==> src/rtl/cpu_run_ctrl.sv <==
// cpu_run_ctrl: run controller for the single-cycle MIPS core.
//
// Drives the core's `enable` (PC advance + register-file commit) and
// sequences free-run, single-step and halt. Execution stops on a host stop
// request, a PC breakpoint, a halt instruction word or a cycle limit. The
// offending instruction is never executed, because `enable` drops in the
// same cycle the condition is seen.
//
// Ports:
//   clk         rising-edge clock
//   reset       synchronous, active-low
//   start       begin free-run from IDLE/HALT
//   stop        request halt while running
//   step        execute exactly one instruction from IDLE/HALT
//   bp_en       breakpoint enable
//   bp_addr     breakpoint PC
//   pc          current PC from the program counter
//   instr       instruction at pc
//   max_cycles  run limit, 0 = unlimited
//   enable      combinational: advance PC / commit this cycle
//   busy        registered: state is RUN or STEP
//   halted      registered: state is HALT
//   halt_cause  registered: 0 none, 1 stop, 2 breakpoint, 3 halt word, 4 limit
//   cycle_cnt   registered: enabled cycles since the last start/step
module cpu_run_ctrl #(
  parameter int          PC_W      = 6,
  parameter int          CNT_W     = 16,
  parameter logic [31:0] HALT_WORD = 32'hFFFF_FFFF
) (
  input  logic             clk,
  input  logic             reset,
  input  logic             start,
  input  logic             stop,
  input  logic             step,
  input  logic             bp_en,
  input  logic [PC_W-1:0]  bp_addr,
  input  logic [PC_W-1:0]  pc,
  input  logic [31:0]      instr,
  input  logic [CNT_W-1:0] max_cycles,
  output logic             enable,
  output logic             busy,
  output logic             halted,
  output logic [2:0]       halt_cause,
  output logic [CNT_W-1:0] cycle_cnt
);

  typedef enum logic [1:0] {
    S_IDLE = 2'd0,
    S_RUN  = 2'd1,
    S_STEP = 2'd2,
    S_HALT = 2'd3
  } state_t;

  localparam logic [2:0] CAUSE_NONE  = 3'd0;
  localparam logic [2:0] CAUSE_STOP  = 3'd1;
  localparam logic [2:0] CAUSE_BP    = 3'd2;
  localparam logic [2:0] CAUSE_WORD  = 3'd3;
  localparam logic [2:0] CAUSE_LIMIT = 3'd4;

  state_t           state;
  // Set on entry to RUN so that resuming from the breakpoint PC executes
  // that instruction instead of re-tripping immediately.
  logic             first;

  logic             hit_stop, hit_word, hit_bp, hit_lim, run_halt;
  logic [2:0]       run_cause;
  logic [CNT_W-1:0] cnt_next;

  // Halt conditions, evaluated in the cycle they apply to.
  always_comb begin
    hit_stop = stop;
    hit_word = (instr == HALT_WORD);
    hit_bp   = bp_en && (pc == bp_addr) && !first;
    hit_lim  = (max_cycles != '0) && (cycle_cnt == max_cycles);
    run_halt = hit_stop || hit_word || hit_bp || hit_lim;

    // Priority: stop > halt word > breakpoint > limit.
    run_cause = CAUSE_NONE;
    if (hit_stop)      run_cause = CAUSE_STOP;
    else if (hit_word) run_cause = CAUSE_WORD;
    else if (hit_bp)   run_cause = CAUSE_BP;
    else if (hit_lim)  run_cause = CAUSE_LIMIT;
  end

  // Saturating increment: the counter sticks at all-ones.
  always_comb begin
    cnt_next = (cycle_cnt == '1) ? cycle_cnt : cycle_cnt + CNT_W'(1);
  end

  // enable is held low while reset is asserted, whatever the state.
  always_comb begin
    enable = 1'b0;
    if (reset) begin
      unique case (state)
        S_RUN:   enable = !run_halt;
        S_STEP:  enable = !hit_word;
        default: enable = 1'b0;
      endcase
    end
  end

  always_ff @(posedge clk) begin
    if (!reset) begin
      state      <= S_IDLE;
      first      <= 1'b0;
      busy       <= 1'b0;
      halted     <= 1'b0;
      halt_cause <= CAUSE_NONE;
      cycle_cnt  <= '0;
    end else begin
      unique case (state)
        S_IDLE, S_HALT: begin
          // start beats step; stop has no effect here.
          if (start) begin
            state      <= S_RUN;
            first      <= 1'b1;
            busy       <= 1'b1;
            halted     <= 1'b0;
            halt_cause <= CAUSE_NONE;
            cycle_cnt  <= '0;
          end else if (step) begin
            state      <= S_STEP;
            first      <= 1'b0;
            busy       <= 1'b1;
            halted     <= 1'b0;
            halt_cause <= CAUSE_NONE;
            cycle_cnt  <= '0;
          end
        end

        S_RUN: begin
          first <= 1'b0;
          if (run_halt) begin
            state      <= S_HALT;
            busy       <= 1'b0;
            halted     <= 1'b1;
            halt_cause <= run_cause;
          end else begin
            cycle_cnt <= cnt_next;
          end
        end

        S_STEP: begin
          // Only the halt word can stop a step; stop/bp/limit are ignored.
          busy <= 1'b0;
          if (hit_word) begin
            state      <= S_HALT;
            halted     <= 1'b1;
            halt_cause <= CAUSE_WORD;
          end else begin
            state     <= S_IDLE;
            cycle_cnt <= cnt_next;
          end
        end

        default: begin
          state <= S_IDLE;
          busy  <= 1'b0;
        end
      endcase
    end
  end

endmodule

==> config.mk <==
export PLATFORM = sky130hd
export DESIGN_NAME = cpu_run_ctrl
export DESIGN_NICKNAME = d
export VERILOG_FILES = /design/src/rtl/cpu_run_ctrl.sv
export SDC_FILE = /design/constraint.sdc
export NUM_CORES = 1
export LEC_CHECK = 0
export BUFFER_PORTS_ARGS = -buffer_cell sky130_fd_sc_hd__buf_2
export CAP_MARGIN = 10
export CELL_PAD_IN_SITES_DETAIL_PLACEMENT = 1
export CELL_PAD_IN_SITES_GLOBAL_PLACEMENT = 2
export CORE_MARGIN = 2
export CORE_UTILIZATION = 26
export DETAILED_ROUTE_END_ITERATION = 12
export PLACE_DENSITY_LB_ADDON = 0.1
export SETUP_SLACK_MARGIN = 0.3
export SLEW_MARGIN = 20
export SYNTH_ARGS = -nofsm -noshare
export SYNTH_HDL_FRONTEND = slang
export SYNTH_SLANG_ARGS = --single-unit
==> constraint.sdc <==
create_clock -name clk -period 2.4 [get_ports clk]
set_input_delay 0 -clock clk [delete_from_list [all_inputs] [get_ports clk]]
set_output_delay 0 -clock clk [all_outputs]
set_load 0.02 [all_outputs]
======== Word level (Yosys, flattened, before mapping) ========
Index checks and enable logic that the tools add are counted.
cells by class
  add/subtract/negate cells ............... 1
  multipliers ............................. 0
  div/mod/pow operators ................... 0
  magnitude comparators ................... 0
  eq/ne operators ......................... 12
  shift-type cells ........................ 0
  muxes and demuxes ....................... 33
  bitwise logic cells ..................... 0
  reduce and logical (&&, ||, !) cells .... 17
operator list
  operator                                             count
  two-way mux 16 bit                                   5
  one-hot mux 16 bit (3 select lines)                  1
  equality test 32 bit, second input constant          1
  two-way mux 3 bit                                    8
  adder 16 x 1 -> 16 bit, second input constant        1
  equality test 16 bit                                 1
  equality test 16 bit, second input constant          1
  nonzero test 16 bit                                  1
  two-way mux 1 bit                                    9
  one-hot mux 3 bit (3 select lines)                   1
  two-way mux 2 bit                                    4
  != test 2 bit, second input constant                 4
  equality test 6 bit                                  1
  one-hot mux 1 bit (3 select lines)                   2
  one-hot mux 2 bit (3 select lines)                   1
  AND reduction 3 bit                                  2
  equality test 2 bit, second input constant           2
  one-hot mux 1 bit (2 select lines)                   2
  AND reduction 2 bit                                  2
  logical AND 1 bit                                    3
  zero test 1 bit                                      3
  logical OR 1 bit                                     3
  != test 3 bit, second input constant                 1
  equality test 2 x 1 -> 1 bit, second input constant  1
  3 further kinds                                      3
word-level totals
  register bits after elaboration ......... 24
  bits in latches ......................... 0
  memory bits (writable) .................. 0
  memory bits (read-only) ................. 0
  logic and storage cells ................. 69
  memories ................................ 0

======== Depth between registers and ports, before layout ========
  depth in word-level cells ............... 8
  gate-level depth with buffers ........... 8
  gate-level depth less buffers ........... 7

======== Worst setup path before layout ========
OpenSTA, ideal clock, no wires.
  path type ............................... reg-to-reg
  start point ............................. register cycle_cnt[0]
  end point ............................... register cycle_cnt[9]
  arrival ................................. 1.977 ns
  setup slack ............................. 0.362 ns
  cell stages (with the launch flop) ...... 8
  buffers on the path ..................... 0
  period minus slack after synthesis ...... 2.038 ns
  cells stage by stage .................... dfxtp_1 > ha_1 > nand3_2 > nor4_4 > nand4_1 > nor2_1 > o21bai_1 > a311o_1
between the ends
  word-level cells in the longest chain between the ends .. 5
  elaborated cells on any way between the ends .. 11
ends and longest elaborated chain
  what                                                            line  text
  start, declared                                                 44    output logic [CNT_W-1:0] cycle_cnt
  start signal, assigned                                          139   cycle_cnt <= cnt_next;
  start signal, assigned                                          152   cycle_cnt <= cnt_next;
  branches (longest 5 deep; another with adder 16 x 1 -> 16 bit)  n/a
Several ways; the timed one is not identified. The select of a mux whose other input is x is not followed.
A chain may end at the register's enable or synchronous reset.

======== Worst setup path after layout ========
  start point ............................. register cycle_cnt[0]
  end point ............................... register cycle_cnt[12]
The elaborated chain is that of the path after synthesis.

==> results summary <==
The final setup TNS came out at 0 ns. Entering global routing, the biggest net connects 40 pins. The proportion of register bits with asynchronous set or reset after synthesis came out at 0.

The worst register-to-register path begins at cycle_cnt[0]. Compared with the post-synthesis result, the final layout area differs by 38.1%. After clock tree synthesis, the flow added hold-fix buffers numbering 0. The minimum clock period came out at roughly 2.0 ns. The required time of the critical path came out at around 2.6 ns. The I/O pin count came out at between 80 and 90. The post-detailed-route via-to-cell ratio is between 5 and 6.

The critical path capture point type is a flip-flop. The largest single stage delay on the critical path is roughly 0.45 ns. The slowest stage of the critical path belongs to the cell or4_4. The startpoint identified for the worst hold timing path is reset. Headroom to the max-slew limit came out at 0.708.

The detailed router finished its first iteration with 65 violations. The count of clock tree sinks came out at 24. The via count of the first global-routing pass is between 2k and 2.5k. The post-route fraction of the period consumed by the critical path is 0.840. Measured on the finished design, the core utilization comes to 0.368.

The largest vdd supply drop is between 0.15 and 0.2 mV. The filler cell count came out at 955. The cell type with the highest occurrence count on the critical path is nand3_2. The final worst-path setup slack came out at about 0.39 ns.

The share of layout cells above drive strength 1 came out at 0.431. The library cell used most frequently in the layout, excluding fill and tap cells, is buf_2. The signal on the critical path passes through ha_1, nand3_2, nor4_4, nand3_2, or4_4, o221ai_2.

The leakage component of the power came out at ~1.2 nW. The final count of pins violating max slew was 0. Input and output buffers added on the ports amount to 87. The number of synthesized register bits came out at 24. The estimated wirelength of the detail-placed design is between 5000 and 6000 µm. The repair_antennas step left the layout with diodes totalling 0. The average instance area after synthesis came out at between 8 and 9 µm².

Yosys printed 0 warnings. The initial antenna violation count came out at 0. Including well taps, the total number of placed cells is between 400 and 500. The share of synthesized area occupied by flip-flops and latches came out at 0.236. The tree is rooted in a clkbuf_8.

Derived from the worst setup path, the maximum achievable clock frequency is 496 MHz. The non-filler instance count after layout is between 400 and 500. The total global-route track usage came out at 0.182. The insertion delay of the later-clocked pin in the worst-skew pair is between 0.2 and 0.3 ns. TritonCTS built the clock tree.

The run finished with clean final reports. The total die area is ~0.0086 mm². The final RePlAce weighted congestion is around 0.77. The net count of the mapped netlist came out at 320. The hold violation count in the final report came to 0. The slew of the pin with the lowest slew margin came out at ~0.44 ns. The critical path starts at cycle_cnt[0]. The critical path is of the reg2reg type. The initial core utilization is 0.267. The number of distinct standard cells referenced by the synthesized netlist is between 50 and 60. The initialized floorplan defines 32 standard-cell rows.

The post-synthesis cell count came out at 251. For the worst setup path, the data arrival time is 2.22 ns. For this run the aggregate overflow at the end of global routing stands at 0. The most used flip-flop cell after synthesis is dfxtp_1. The number of detailed-routing iterations run before antenna repair came out at 4.

Dividing the detail-routed wire length by the instance count gives about 17 µm. The clock slew at the register clock pins of the worst setup and hold paths is about 0.10 ns. Clock tree synthesis inserted a total of 3 buffers. The final count of negative-setup-slack endpoints is 0. OpenSTA, run right after detailed placement, puts the worst setup slack at approximately 0.18 ns.

The die width came out at roughly 93 µm. After floorplanning, the core was sized to cover between 0.007 and 0.008 mm². The first global-routing pass estimated between 10000 and 15000 µm of wire. Summing every instance area after synthesis gives around 0.002 mm².

The max-cap violation count came out at 0. STA classifies the critical path startpoint as a flip-flop. The number of enable-type register cells in the synthesized netlist is 0. The number of nets in the final layout is 418.

The number of H-tree branching levels is 1. The top cell types in the final layout, fill and taps aside, are buf_2, nand2_1, buf_4. The residual DRC count is 0.

The power per cell area is approximately 480 mW/mm². The setup skew after layout came out at between 0.002 and 0.003 ns. Summing over every cut layer, the via total after detailed routing is between 2k and 2.5k. The number of routed nets with antenna violations is 0. The clock tree buffer depth came out at 2. The total length of routed wires is around 7700 µm. The largest driver fanout on the critical path is 7. The vertical die dimension came out at 92.6 µm. The class of the tightest hold or removal check is in2reg. Setup repair after global routing left no endpoint under its margin.
-- registers in the layout (all words and copies together), names as in the netlist --
| signal | cells |
|---|---|
| cycle_cnt | 16 |
| halt_cause | 3 |
| state | 2 |
| busy | 1 |
| first | 1 |
| halted | 1 |
-- power breakdown --
group / switching, W / internal (W)
combinational: 0.000375 / 0.000216
sequential: 0.0000251 / 0.000429
clock: 0.000151 / 0.000147
-- critical path, delay by kind of cell, from the launching register on --
family | cells | cell delay, ns
AO/OA/AOI/OAI | 1 | 0.15
adder cells (fa/ha/maj) | 1 | 0.19
flip-flops | 1 | 0.40
AND/OR/NAND/NOR | 4 | 1.20
-- what timing repair did --
action                                  in CTS  in global routing
gates resized for setup                      8                 12
endpoints found under the hold margin        0                  0
setup buffers                                4                  2
pin swaps                                    3                  5
endpoints found under the setup margin      14                 18
-- worst paths after layout --
| path | slack (ns) | endpoint | cells past startpoint |
|---|---|---|---|
| max | 0.39 | cycle_cnt[12] | 6 |
| min reg2reg | 0.47 | halt_cause[1] | 2 |
| min | 0.13 | first | 3 |
| max reg2reg | 0.39 | cycle_cnt[12] | 6 |
-- per-layer routing --
layer	global-route usage	vias up	wire [µm]
met5	0	-	0
met4	0.0336	0	44
met3	0.0277	2	457
met2	0.320	82	3760
met1	0.237	1139	3450
li1	-	1158	-
-- Yosys cell counts, types with 4 or more instances --
library cell	instances	area [µm²]
a211oi_1	7	52.6
a21oi_1	4	20.0
a41oi_1	5	43.8
and3_1	4	25.0
buf_2	7	35.0
clkbuf_1	10	37.5
dfxtp_1	24	480
inv_1	9	33.8
mux2i_1	5	50.1
nand2_1	26	97.6
nand3_1	19	95.1
nand4_1	13	81.3
nor2_1	15	56.3
nor4_1	14	87.6
o211ai_1	12	90.1
xor2_1	21	184
-- through the flow --
step           instance area [µm²]  power (W)  hold slack, ns
6_report                      2820    0.00134           0.126
5_1_grt                       2820    0.00143           0.132
4_1_cts                       2770    0.00135           0.116
3_5_place_dp                  2650    0.00104           0.424
3_3_place_gp                  2650    0.00103           0.404
2_1_floorplan                 2040   0.000823           0.190
-- final cells by class --
| type | instances | area [µm²] | area share |
|---|---|---|---|
| Inverter | 10 | 37.5 | 0.0133 |
| Multi-Input combinational cell | 199 | 1490 | 0.527 |
| Tap cell | 102 | 128 | 0.0453 |
| Timing Repair Buffer | 111 | 616 | 0.219 |
| Clock buffer | 4 | 55.1 | 0.0195 |
| Sequential cell | 24 | 495 | 0.176 |
-- kinds of logic (layout without fill, tap and decap cells) --
| group | count (synthesis) | after routing | share of synthesized area |
|---|---|---|---|
| buf+inv | 28 | 125 | 0.0595 |
| flops | 24 | 24 | 0.236 |
| mux | 6 | 6 | 0.0319 |
| simple gates | 109 | 109 | 0.302 |
| compound gates | 59 | 59 | 0.258 |
| fa+ha+maj | 3 | 3 | 0.0184 |
| xor+xnor | 22 | 22 | 0.0945 |
Note: power is estimated with default switching activity, not from simulation.
